## config.mk

```make
export PLATFORM = sky130hd
export DESIGN_NAME = sevenseg_scan
export DESIGN_NICKNAME = d
export VERILOG_FILES = /design/src/rtl/sevenseg_scan.sv
export SDC_FILE = /design/constraint.sdc
export NUM_CORES = 1
export LEC_CHECK = 0
export ABC_AREA = 1
export BUFFER_PORTS_ARGS = -buffer_cell sky130_fd_sc_hd__buf_4
export CORE_MARGIN = 8
export CORE_UTILIZATION = 57
export DETAILED_ROUTE_END_ITERATION = 10
export HOLD_SLACK_MARGIN = 0.1
export PLACE_DENSITY = 0.78
export SYNTH_ARGS = -nofsm -noshare
export SYNTH_HDL_FRONTEND = slang
export SYNTH_SLANG_ARGS = --single-unit
export TNS_END_PERCENT = 30
```

## constraint.sdc

```tcl
create_clock -name clk -period 7.2 [get_ports clk]
set_input_delay 1.8 -clock clk [delete_from_list [all_inputs] [get_ports clk]]
set_output_delay 1.8 -clock clk [all_outputs]
set_load 0.005 [all_outputs]
```

## src/rtl/sevenseg_scan.sv

```systemverilog
// Time-multiplexed DIGITS-digit seven-segment driver; updates latch at frame boundaries only.
// Optional leading-zero blanking via SEVENSEG_LZB_EN.
module sevenseg_scan #(
  parameter int DIGITS   = 4,
  parameter int PRESCALE = 100000,
  parameter int CW       = 17
) (
  input  logic                  clk,
  input  logic                  reset,
  input  logic [4*DIGITS-1:0]   value,
  input  logic [DIGITS-1:0]     dp_in,
  input  logic [DIGITS-1:0]     blank,
  input  logic                  load,
  output logic [6:0]            segments,
  output logic                  decimal_point,
  output logic [DIGITS-1:0]     anode,
  output logic                  frame_done,
  output logic                  busy
);

  localparam int IW = (DIGITS > 1) ? $clog2(DIGITS) : 1;
  localparam logic [CW-1:0] PCNT_LAST = CW'(PRESCALE - 1);
  localparam logic [IW-1:0] IDX_LAST  = IW'(DIGITS - 1);

  function automatic logic [6:0] hex7(input logic [3:0] h);
    logic [6:0] s;
    case (h)
      4'h0: s = 7'h40;
      4'h1: s = 7'h79;
      4'h2: s = 7'h24;
      4'h3: s = 7'h30;
      4'h4: s = 7'h19;
      4'h5: s = 7'h12;
      4'h6: s = 7'h02;
      4'h7: s = 7'h78;
      4'h8: s = 7'h00;
      4'h9: s = 7'h10;
      4'hA: s = 7'h08;
      4'hB: s = 7'h03;
      4'hC: s = 7'h46;
      4'hD: s = 7'h21;
      4'hE: s = 7'h06;
      default: s = 7'h0E;
    endcase
    return s;
  endfunction

  logic [CW-1:0]       pcnt_q, pcnt_d;
  logic [IW-1:0]       idx_q, idx_d;
  logic [4*DIGITS-1:0] act_val_q, act_val_d, pend_val_q, pend_val_d;
  logic [DIGITS-1:0]   act_dp_q, act_dp_d, pend_dp_q, pend_dp_d;
  logic [DIGITS-1:0]   act_blank_q, act_blank_d, pend_blank_q, pend_blank_d;
  logic                pend_flag_q, pend_flag_d;
  logic [6:0]          seg_q, seg_d;
  logic                dp_q, dp_d;
  logic [DIGITS-1:0]   anode_q, anode_d;
  logic                frame_done_q, frame_done_d;

  logic                dwell_end, wrap;
  logic [3:0]          nibble;
  logic                auto_blank;

  always_comb begin
    dwell_end = (pcnt_q == PCNT_LAST);
    wrap      = dwell_end && (idx_q == IDX_LAST);

    pcnt_d = dwell_end ? '0 : pcnt_q + CW'(1);
    idx_d  = idx_q;
    if (dwell_end) begin
      idx_d = (idx_q == IDX_LAST) ? '0 : idx_q + IW'(1);
    end

    pend_val_d   = pend_val_q;
    pend_dp_d    = pend_dp_q;
    pend_blank_d = pend_blank_q;
    pend_flag_d  = pend_flag_q;
    act_val_d    = act_val_q;
    act_dp_d     = act_dp_q;
    act_blank_d  = act_blank_q;

    if (load) begin
      pend_val_d   = value;
      pend_dp_d    = dp_in;
      pend_blank_d = blank;
      pend_flag_d  = 1'b1;
    end

    // A load landing on the wrap bypasses pending so it is not delayed a whole frame.
    if (wrap) begin
      if (load) begin
        act_val_d   = value;
        act_dp_d    = dp_in;
        act_blank_d = blank;
        pend_flag_d = 1'b0;
      end else if (pend_flag_q) begin
        act_val_d   = pend_val_q;
        act_dp_d    = pend_dp_q;
        act_blank_d = pend_blank_q;
        pend_flag_d = 1'b0;
      end
    end
  end

`ifdef SEVENSEG_LZB_EN
  logic [DIGITS-1:0] upper_zero;
  logic              zero_acc;

  always_comb begin
    upper_zero = '0;
    zero_acc   = 1'b1;
    for (int i = DIGITS - 1; i >= 0; i--) begin
      zero_acc      = zero_acc && (act_val_d[4*i +: 4] == 4'h0);
      upper_zero[i] = zero_acc;
    end
    auto_blank = (idx_d != '0) && upper_zero[idx_d];
  end
`else
  always_comb begin
    auto_blank = 1'b0;
  end
`endif

  // Output pins are computed from next-state index/data so they change with the scan.
  always_comb begin
    nibble       = act_val_d[{idx_d, 2'b00} +: 4];
    seg_d        = hex7(nibble);
    dp_d         = ~act_dp_d[idx_d];
    if (act_blank_d[idx_d] || auto_blank) begin
      seg_d = 7'h7F;
    end
    if (act_blank_d[idx_d]) begin
      dp_d = 1'b1;
    end
    anode_d        = '1;
    anode_d[idx_d] = 1'b0;
    frame_done_d   = wrap;
  end

  always_ff @(posedge clk) begin
    if (reset) begin
      pcnt_q       <= '0;
      idx_q        <= '0;
      act_val_q    <= '0;
      act_dp_q     <= '0;
      act_blank_q  <= '0;
      pend_val_q   <= '0;
      pend_dp_q    <= '0;
      pend_blank_q <= '0;
      pend_flag_q  <= 1'b0;
      seg_q        <= 7'h7F;
      dp_q         <= 1'b1;
      anode_q      <= '1;
      frame_done_q <= 1'b0;
    end else begin
      pcnt_q       <= pcnt_d;
      idx_q        <= idx_d;
      act_val_q    <= act_val_d;
      act_dp_q     <= act_dp_d;
      act_blank_q  <= act_blank_d;
      pend_val_q   <= pend_val_d;
      pend_dp_q    <= pend_dp_d;
      pend_blank_q <= pend_blank_d;
      pend_flag_q  <= pend_flag_d;
      seg_q        <= seg_d;
      dp_q         <= dp_d;
      anode_q      <= anode_d;
      frame_done_q <= frame_done_d;
    end
  end

  assign segments      = seg_q;
  assign decimal_point = dp_q;
  assign anode         = anode_q;
  assign frame_done    = frame_done_q;
  assign busy          = pend_flag_q;

endmodule
```

### Word-level counts from Yosys, hierarchy flattened

Memories as Yosys holds them, arrays and structs flattened. A register that Yosys moved wholly into a read port is not among the register bits.
Index checks and enable logic that the tools add are counted.

* register bits after elaboration: 74
* ROM bits: 112
* memories: 1
* input bits: 27

* add/sub/neg operators: 2
* bitwise operators: 2
* equality and inequality tests: 2
* mux-type cells: 21
* shift-type cells: 1
* $lt $le $gt $ge: 2
* reductions and logical operators: 4

Memories
* (name not given): words 16, bits a word 7, rd ports 1, clocked after Yosys merged registers in 1, write ports 0, line 27 `case (h)`

Operators with widths (number)
* 16-bit two-way mux: 3
* 4-bit two-way mux: 6
* 17-bit by 1-bit adder with 17-bit output, second input constant: 1
* 17-bit == test, second input constant: 1
* 16-bit by 5-bit variable part select with 4-bit output: 1
* 1-bit two-way mux: 7
* 1-bit binary-select mux with 2-bit select: 2
* 2-bit two-way mux: 2
* 4-bit inverter: 1
* 2-bit OR reduction: 2
* 2-bit by 3-bit < comparator with 1-bit output, second input constant: 1
* 2-bit by 1-bit adder with 2-bit output, second input constant: 1
* 1-bit demux with 2-bit select: 1
* 2-bit == test, second input constant: 1
* 2-bit by 1-bit >= comparator with 1-bit output, second input constant: 1
* 1-bit logical AND: 2
* 1-bit inverter: 1

### Logic depth before layout (Yosys ltp)

Gate-level depths: netlist (run 1).

* word-level depth: 8
* mapped depth: 20

### Least setup slack after synthesis (run 1)

OpenSTA, ideal clock, no wires.

* kind: input-to-reg
* start: in load
* end: reg seg_q[5] (netlist: segments[5])
* path slack: 3.709 ns
* stages on the path: 16
* setup time: 0.113 ns
* data required time: 7.087 ns
* data arrival time: 3.378 ns
* buffers on the path: 2
* cells stage by stage: buf_2 > clkinv_1 > buf_2 > nand2_1 > o21ai_0 > nand2_1 > nand2_1 > nand2_1 > nand2_1 > nor2_4 > inv_1 > ha_1 > nand2_1 > o21ai_0 > nand2_1 > nand2_1

* word-level cells in the longest chain between the ends: 5
* elaborated cells on any way between the ends: 8

RTL lines
* from (decl): line 13 `input logic load,`
* branches (longest 5 deep; another with 16-bit two-way mux)
* to (decl): line 54 `logic [6:0] seg_q, seg_d;`

Several ways; the timed one is not identified. The select of a mux whose other input is x is not followed.
A chain may end at the register's enable or synchronous reset.

### Worst setup path after layout (run 1)

* start: in load
* end: reg seg_q[3] (netlist: segments[3])

Same word-level chain as after synthesis.

==> results of run 1 <==
-- worst reg2reg max path: stages (launching register included) --
cell	delay, ns
dfxtp_1	0.36
ha_1	0.20
nand2_2	0.09
inv_1	0.09
nand2_2	0.08
nor2_4	0.14
nand2_4	0.09
nor2_4	0.39
nand2_4	0.26
nand2_1	0.15
nand2_1	0.06
nand2_1	0.05
nand2_1	0.07
nor2_4	0.18
inv_1	0.10
ha_1	0.23
nand2_1	0.11
nand2_1	0.06
nand2_1	0.05
nand3_1	0.08
-- layout make-up --
class                      instances  area share (%)
multi-input combinational        411            45.0
tap                               80            2.28
sequential                        81            37.0
clock buffer                       9            2.82
inverter                          46            3.94
timing repair buffer              40            6.85
clock inverter                     7            2.17
-- power groups by stage --
stage	Clock (µW)	Combinational, µW	Sequential (µW)
5_1_grt	385	60.5	464
3_3_place_gp	0	52.3	473
6_report	362	53.3	463
4_1_cts	366	53.5	463
2_1_floorplan	0	31.5	473
3_5_place_dp	0	53.3	474
-- worst max-delay path by stage --
stage | start | endpoint
final | load | segments[3]
after global routing | load | segments[3]
after CTS | load | segments[3]
after detailed placement | load | segments[3]
after global placement | load | segments[5]
after floorplan | load | segments[5]
-- cells by family (layout without fill, tap and decap cells) --
group | count (synthesis) | after routing | synth area share (%)
buf+inv | 65 | 102 | 7.14
fa+ha+maj | 8 | 8 | 2.59
flops | 81 | 81 | 41.9
simple gates | 318 | 318 | 36.5
compound gates | 82 | 82 | 11.2
xor+xnor | 3 | 3 | 0.679
-- per-layer routing --
| metal | GRT usage [%] | wire (µm) |
|---|---|---|
| met5 | 0 | 0 |
| met4 | 8.15 | 150 |
| met3 | 3.59 | 484 |
| met2 | 28.8 | 3820 |
| met1 | 23.0 | 3920 |
-- cells in the final DEF (no fill, tap or decap), types with 5 or more instances in the layout --
cell | Yosys | routed
a21oi_1 | 49 | 49
a22oi_1 | 5 | 5
buf_4 | 0 | 40
clkbuf_8 | 0 | 9
dfxtp_1 | 81 | 81
ha_1 | 8 | 8
inv_1 | 35 | 35
inv_2 | 10 | 10
nand2_1 | 198 | 198
nand2_2 | 14 | 14
nand3_1 | 27 | 27
nor2_1 | 44 | 44
nor2_2 | 7 | 7
nor2_4 | 9 | 9
o21ai_0 | 26 | 26
-- flip-flops by register name, summed over array words and instances, names as in the netlist, 2 cells and up --
signal        flops
pend_val_q       16
act_val_q        16
act_dp_q          4
act_blank_q       4
anode             4
segments          7
pend_dp_q         4
pend_blank_q      4
idx_q             2
pcnt_q           17
-- metrics by stage --
stage                     hold slack [ns]  instances  instance area, µm²
after floorplan                     0.418        557                3870
after global placement              0.432        658                4170
after detailed placement            0.441        658                4170
after CTS                           0.459        674                4390
after global routing                0.484        674                4390
final                               0.457        674                4390
==> flow_summary_export.csv, run 1 <==
group,metric,value,unit
outcome,status,"finished clean",
setup_path,critPathBufInv,3,
setup_path,endpoint_kind,"flop",
sta,final_max_slew_viol_count,0,
power_and_ir_drop,pwr-share-clk,41.2,%
power_and_ir_drop,comb_power_share,6.1,%
setup_path,worstPathCellList,"buf_4 -> clkinv_1 -> nand2_1 -> o21ai_0 -> nand2_1 -> nand2_1 -> nand2_1 -> nand2_1 -> nor2_4 -> inv_1 -> ha_1 -> nand2_1 -> nand2_1 -> nand2_1 -> nand3_1",
setup_path,worst_path_largest_cell_delay,0.62,ns
route,wl_per_cell,12.4,µm
power_and_ir_drop,ir_drop,0.000139,V
place,hpwl,6000,µm
cts,hold_buffers,0,
power_and_ir_drop,power,878,µW
sta,hold_viol_final,0,
final_layout,area_growth,13.3,%
final_layout,fin_nets,624,
sta,tns,0,ns
sta,period_share,54.6,%
global_route,grt_overflow_total,0,
global_route,grt_pass1_wl,14600,µm
synth,synthCells,557,
power_and_ir_drop,p_sw,202,µW
worst_hold_path,hp-start,"pcnt_q[0]",
setup_path,r2r-end,"segments[3]",
route,drc,0,
setup_path,cp.depth,15,
synth,yosys_register_bits,81,
floorplanning,io_pins,41,
setup_path,crit_arrival,4.15,ns
setup_path,path_common_cell,"nand2_1",
synth,synth_area_per_cell,6.95,µm²
synth,syn-num-nets,592,
synth,synth_edf_count,0,
setup_path,cp.required,7.42,ns
synth,async_reset_ff_share,0,%
cts,clkTransAtPathRegs,0.08,ns
global_route,grt_pass1_vias,3340,
floorplanning,die_y,98.4,µm
sta,rsz0062_at_grt,"false",
route,drt-total-wl,8380,µm
setup_path,r2r-start,"pcnt_q[0]",
route,dr.pass1.iters,5,
setup_path,critPathTopFamily,"simple AND/OR/NAND/NOR gates",
final_layout,multi_input_area,1970,µm²
power_and_ir_drop,p_leak,0.00199,µW
cts,h-tree-depth,3,
cts,cts_resized,0,
sta,setup_viol,0,
power_and_ir_drop,p_int,676,µW
synth,yosysTopAreaCell,"dfxtp_1",
place,numPortBuffers,40,
place,place.gp.congestion,0.868,
synth,ys_warn_count,0,
global_route,grt_max_degree,54,
worst_hold_path,worstHoldPathCells,1,
global_route,grt_usage,18.1,%
sta,setup_slack,3.27,ns
sta,clock_skew,0.00666,ns
cts,numClockSinks,81,
final_layout,final_core_util,65.7,%
floorplanning,start_util,57.9,%
power_and_ir_drop,p_per_area,200,nW/µm²
setup_path,path_class,"input port to flop",
setup_path,crit_slowest_cell,"clkinv_1",
setup_path,reg2reg_depth,19,
setup_path,regToRegSetupSlack,4.24,ns
setup_path,start_kind,"input port",
cts,cts_made_buffers,9,
route,viasPerCell,5.24,
final_layout,seqCellArea,1620,µm²
sta,min_period,3.93,ns
synth,synth_area_leaders,"dfxtp_1 42%, nand2_1 19%, a21oi_1 6.3%, nor2_1 4.3%, nand3_1 3.5%",
route,vias,3532,
floorplanning,core,6680,µm²
sta,maxSlewHeadroom,54.3,%
power_and_ir_drop,switching_share,23.0,%
worst_hold_path,worst_hold_path_type,"flop to flop",
route,drt-initial-drc-count,139,
synth,synth_ff_type,"dfxtp_1",
synth,synth_top_cell_area_share,41.9,%
final_layout,fill_cells,580,
global_route,antenna_found_initial,0,
cts,tritoncts,"done",
route,ant_nets,0,
worst_hold_path,worst_hold_path.endpoint,"pcnt_q[0]",
synth,netlist_top_cells_count,"198 x nand2_1, 81 x dfxtp_1, 49 x a21oi_1",
final_layout,drive_above_1_share,17.5,%
synth,ys_types,28,
job,maxCapViolCount,0,
power_and_ir_drop,seqPwrFrac,52.7,%
floorplanning,dieArea,9680,µm²
synth,yosysSeqAreaShare,41.9,%
sta,tightest_slew,0.681,ns
floorplanning,rows,30,
synth,syn_area,3870,µm²
place,preCtsSetupSlack,2.94,ns
setup_path,crit_fanout,26,
floorplanning,die-width,98.4,µm
cts,cts_max_path_buffers,2,
cts,post_cts.repair.setup_buffers,0,
sta,timing.fmax,255,MHz
final_layout,n_antenna_cell,0,
synth,synth_most_common_cell,"nand2_1",
cts,root_buffer,"clkbuf_8",
cts,clk_latency,0.35,ns
Note: power is estimated with default switching activity, not from simulation.
==> run 2: changes to the inputs <==
- ABC_AREA: 1 -> 0
- clock period: 7.2 -> 4.09 ns (I/O delays scaled with it)
==> flow_summary_export.csv, run 2 <==
group,metric,value,unit
power_and_ir_drop,p_leak,0.00171,µW
final_layout,drive_above_1_share,16.9,%
sta,timing.fmax,266,MHz
place,place_area,4110,µm²
sta,tightest_slew,0.843,ns
final_layout,final_core_util,67.3,%
cts,hold_buffers,0,
synth,yosysTopAreaCell,"dfxtp_1",
setup_path,cp.required,4.31,ns
sta,setup_viol,0,
power_and_ir_drop,ir_drop,0.000281,V
floorplanning,rows,29,
cts,clk_latency,0.34,ns
global_route,antenna_found_initial,0,
route,wl_per_cell,16.3,µm
place,hpwl,6310,µm
global_route,grt_usage,18.6,%
cts,cts_max_path_buffers,2,
floorplanning,start_util,59.2,%
synth,synth_ff_type,"dfxtp_1",
final_layout,top_register,"pcnt_q",
place,place.gp.congestion,0.863,
sta,clock_skew,0.0100,ns
sta,timing.hold.ws,0.456,ns
worst_hold_path,worst_hold_path_type,"flop to flop",
floorplanning,io_pins,41,
setup_path,endpoint_kind,"flop",
route,drt-initial-drc-count,266,
cts,post_cts.repair.setup_buffers,0,
route,ant_nets,0,
setup_path,r2r-start,"pcnt_q[12]",
route,routed-wl-met2,4280,µm
floorplanning,dieArea,9450,µm²
cts,tritoncts,"done",
synth,netlist_top_cells_count,"81 x dfxtp_1, 68 x nor2_1, 27 x nand2_1",
cts,root_buffer,"clkbuf_8",
route,drt-total-wl,8740,µm
sta,final_max_slew_viol_count,0,
route,drc,0,
cts,numClockSinks,81,
global_route,grt_overflow_total,0,
floorplanning,die_y,97.2,µm
sta,period_share,91.8,%
final_layout,final_common_cell,"dfxtp_1",
floorplanning,core,6350,µm²
route,dr.pass1.iters,5,
synth,ys_warn_count,0,
synth,synth_area_leaders,"dfxtp_1 43%, nor2_1 6.8%, mux2i_1 5.1%, nand2_1 2.7%, ha_1 2.7%",
route,wl_met1,3840,µm
synth,synthCells,420,
cts,cts_resized,0,
synth,synth-compound-area-share,15.5,%
synth,yosys_register_bits,81,
synth,synth_xor_area_share,3.50,%
setup_path,path_class,"flop to flop",
global_route,grt_pass1_wl,14900,µm
sta,tns,0,ns
final_layout,largest_reg_flops,17,
place,numPortBuffers,40,
synth,yosysSeqAreaShare,43.2,%
setup_path,crit_fanout,12,
final_layout,fin_nets,492,
synth,synth_top_cell_area_share,43.2,%
synth,ys_types,57,
worst_hold_path,hp-start,"pcnt_q[0]",
job,maxCapViolCount,0,
floorplanning,die-width,97.2,µm
sta,maxSlewHeadroom,43.8,%
global_route,grt_pass1_vias,3150,
final_layout,area_growth,13.7,%
synth,syn-num-nets,455,
final_layout,final_cell_mix,"81 x dfxtp_1, 68 x nor2_1, 51 x buf_4",
sta,hold_viol_final,0,
setup_path,start_kind,"flop",
synth,async_reset_ff_share,0,%
route,met3_length,565,µm
setup_path,crit_arrival,3.97,ns
final_layout,n_antenna_cell,0,
route,viasPerCell,6.04,
sta,min_period,3.75,ns
power_and_ir_drop,p_per_area,333,nW/µm²
synth,synth_most_common_cell,"dfxtp_1",
synth,syn_area,3760,µm²
cts,cts_made_buffers,9,
synth,synth_area_per_cell,8.95,µm²
cts,h-tree-depth,3,
synth,yosys.area_share.simple,23.0,%
route,routed.top_layer,"met4",
cts,clkTransAtPathRegs,0.08,ns
synth,synth_adder_area_share,2.66,%
synth,synthMuxAreaShare,7.23,%
synth,synth_edf_count,0,
outcome,status,"finished clean",
synth,synth_top_family_by_area,"simple AND/OR/NAND/NOR gates",
sta,rsz0062_at_grt,"false",
route,vias,3248,
global_route,grt_max_degree,45,
final_layout,final_cell_area,4270,µm²
final_layout,reg_top3,"pcnt_q: 17 flops, act_val_q: 16 flops, pend_val_q: 16 flops",
setup_path,crit_start,"pcnt_q[12]",
-- run 2: area by class of cell --
class / instances / area, µm²
Multi-Input combinational cell: 298 / 1950
Timing Repair Buffer: 51 / 383
Fill cell: 537 / 2080
Clock inverter: 3 / 17.5
Sequential cell: 81 / 1620
Inverter: 16 / 60.1
Clock buffer: 12 / 145
Tap cell: 77 / 96.3
-- run 2: worst paths after layout --
check	endpoint	slack [ns]	depth (start not counted)
max	segments[1]	0.34	10
min	pcnt_q[0]	0.46	1
max reg2reg	segments[1]	0.34	10
min reg2reg	pcnt_q[0]	0.46	1
-- run 2: power breakdown --
part	internal [µW]	leakage (µW)	switching, µW
Clock	232	0.0000822	269
Sequential	809	0.000661	11.8
Combinational	46.0	0.000968	53.6
-- run 2: cells by family after synthesis --
kind of cell,count (synthesis)
buf+inv,41
simple gates,173
flops,81
compound gates,77
mux,25
xor+xnor,15
fa+ha+maj,8
-- run 2: per-layer routing --
layer	track usage, %	vias up
met4	4.02	0
met2	31.0	114
met5	0	-
met3	5.83	7
met1	22.6	1540
li1	-	1587
-- run 2: worst max-delay path, stage by stage (launching register included) --
cell and delay, ns:
dfxtp_1 0.37, nor4b_1 0.45, and4_1 0.55, nand3_2 0.34
o221ai_1 0.33, o22ai_1 0.13, a221o_1 0.38, inv_1 0.17
ha_1 0.26, and3b_1 0.18, or4_1 0.46
-- run 2: stage by stage --
step	instances	power (µW)	setup WS, ns
2_1_floorplan	420	893	0.572
3_3_place_gp	523	937	0.436
3_5_place_dp	523	939	0.361
4_1_cts	538	1430	0.360
5_1_grt	538	1480	0.0975
6_report	538	1420	0.337
==> run 3: changes to the inputs <==
- CTS_BUF_LIST: default -> sky130_fd_sc_hd__clkbuf_16
==> flow_summary_export.csv, run 3 (same netlist as run 2, synthesis figures left out) <==
group,metric,value,unit
floorplanning,dieArea,9450,µm²
floorplanning,die-width,97.2,µm
sta,timing.hold.ws,0.466,ns
final_layout,fin_nets,492,
sta,timing.fmax,266,MHz
cts,numClockSinks,81,
floorplanning,core,6350,µm²
route,ant_nets,0,
cts,hold_buffers,0,
global_route,grt_overflow_total,0,
final_layout,final_cell_mix,"81 x dfxtp_1, 68 x nor2_1, 51 x buf_4",
power_and_ir_drop,p_leak,0.00176,µW
place,hpwl,6310,µm
sta,period_share,92.0,%
floorplanning,io_pins,41,
route,drc,0,
global_route,grt_max_degree,45,
cts,clk_latency,0.33,ns
route,viasPerCell,6.18,
cts,post_cts.repair.setup_buffers,0,
sta,maxSlewHeadroom,43.2,%
setup_path,regToRegSetupSlack,0.33,ns
setup_path,cp.required,4.29,ns
cts,cts_resized,0,
final_layout,area_growth,16.2,%
worst_hold_path,worst_hold_path_type,"flop to flop",
setup_path,endpoint_kind,"flop",
sta,clock_skew,0.00565,ns
global_route,grt_pass1_vias,3199,
cts,root_buffer,"clkbuf_16",
job,maxCapViolCount,0,
setup_path,crit_fanout,12,
route,wl_per_cell,16.8,µm
cts,h-tree-depth,3,
cts,clkTransAtPathRegs,0.06,ns
setup_path,crit_start,"pcnt_q[12]",
final_layout,drive_above_1_share,16.7,%
setup_path,start_kind,"flop",
final_layout,largest_reg_flops,17,
route,wl_met1,3820,µm
sta,min_period,3.76,ns
route,drt-initial-drc-count,304,
route,vias,3327,
cts,cts_made_buffers,9,
cts,cts_max_path_buffers,2,
worst_hold_path,worstHoldPathCells,1,
sta,tightest_slew,0.852,ns
final_layout,n_antenna_cell,0,
final_layout,final_common_cell,"dfxtp_1",
floorplanning,start_util,59.2,%
route,drt-total-wl,9020,µm
setup_path,r2r-start,"pcnt_q[12]",
sta,setup_viol,0,
route,routed.top_layer,"met4",
route,met3_length,724,µm
setup_path,reg2reg_depth,10,
final_layout,reg_top3,"pcnt_q: 17 flops, act_val_q: 16 flops, pend_val_q: 16 flops",
power_and_ir_drop,ir_drop,0.000332,V
place,numPortBuffers,40,
cts,tritoncts,"done",
route,dr.pass1.iters,6,
setup_path,crit_arrival,3.96,ns
place,place.gp.congestion,0.863,
floorplanning,rows,29,
setup_path,crit_end,"segments[1]",
sta,tns,0,ns
global_route,grt_usage,19.1,%
setup_path,r2r-end,"segments[1]",
global_route,antenna_found_initial,0,
floorplanning,die_y,97.2,µm
outcome,status,"finished clean",
sta,final_max_slew_viol_count,0,
route,routed-wl-met2,4380,µm
global_route,grt_pass1_wl,15300,µm
sta,rsz0062_at_grt,"false",
power_and_ir_drop,p_per_area,370,nW/µm²
setup_path,path_class,"flop to flop",
sta,hold_viol_final,0,
final_layout,top_register,"pcnt_q",
## run 3: final cells by class
type	count	area, µm²
timing repair buffer	51	383
fill	526	1990
clock buffer	9	225
clock inverter	6	28.8
inverter	16	60.1
multi-input combinational	298	1950
tap	77	96.3
sequential	81	1620
## run 3: worst min-delay path by stage
stage	slack [ns]	startpoint	end
2_1_floorplan	0.43	pcnt_q[0]	pcnt_q[0]
3_3_place_gp	0.44	pcnt_q[0]	pcnt_q[0]
3_5_place_dp	0.44	pcnt_q[0]	pcnt_q[0]
4_1_cts	0.46	pcnt_q[0]	pcnt_q[0]
5_1_grt	0.51	pend_val_q[1]	pend_val_q[1]
6_report	0.47	pcnt_q[0]	pcnt_q[0]
## run 3: power by group
part           switching (µW)  internal (µW)  total [µW]
Clock                     296            398         694
Sequential               12.0            810         822
Combinational            54.5           46.0         101
## run 3: layer usage
metal	global-route usage, %	vias to the layer above
met5	0	-
met4	4.85	0
met3	6.33	11
met2	32.0	158
met1	22.6	1564
li1	-	1594
## run 3: metrics by stage
stage / setup slack, ns / util (%) / cell area [µm²] / total power (µW) / std cells
3_3_place_gp: 0.436 / 64.7 / 4110 / 937 / 523
2_1_floorplan: 0.572 / - / 3760 / 893 / 420
3_5_place_dp: 0.361 / 64.7 / 4110 / 939 / 523
4_1_cts: 0.356 / 68.7 / 4360 / 1630 / 538
6_report: 0.328 / 68.7 / 4360 / 1620 / 538
5_1_grt: 0.0887 / 68.7 / 4360 / 1680 / 538
## run 3: worst max-delay path, stage by stage, from the launching register on
cell and delay (ns):
dfxtp_1 0.36, nor4b_1 0.46, and4_1 0.55, nand3_2 0.33, o221ai_1 0.33, o22ai_1 0.13, a221o_1 0.39, inv_1 0.18
ha_1 0.26, and3b_1 0.18, or4_1 0.46
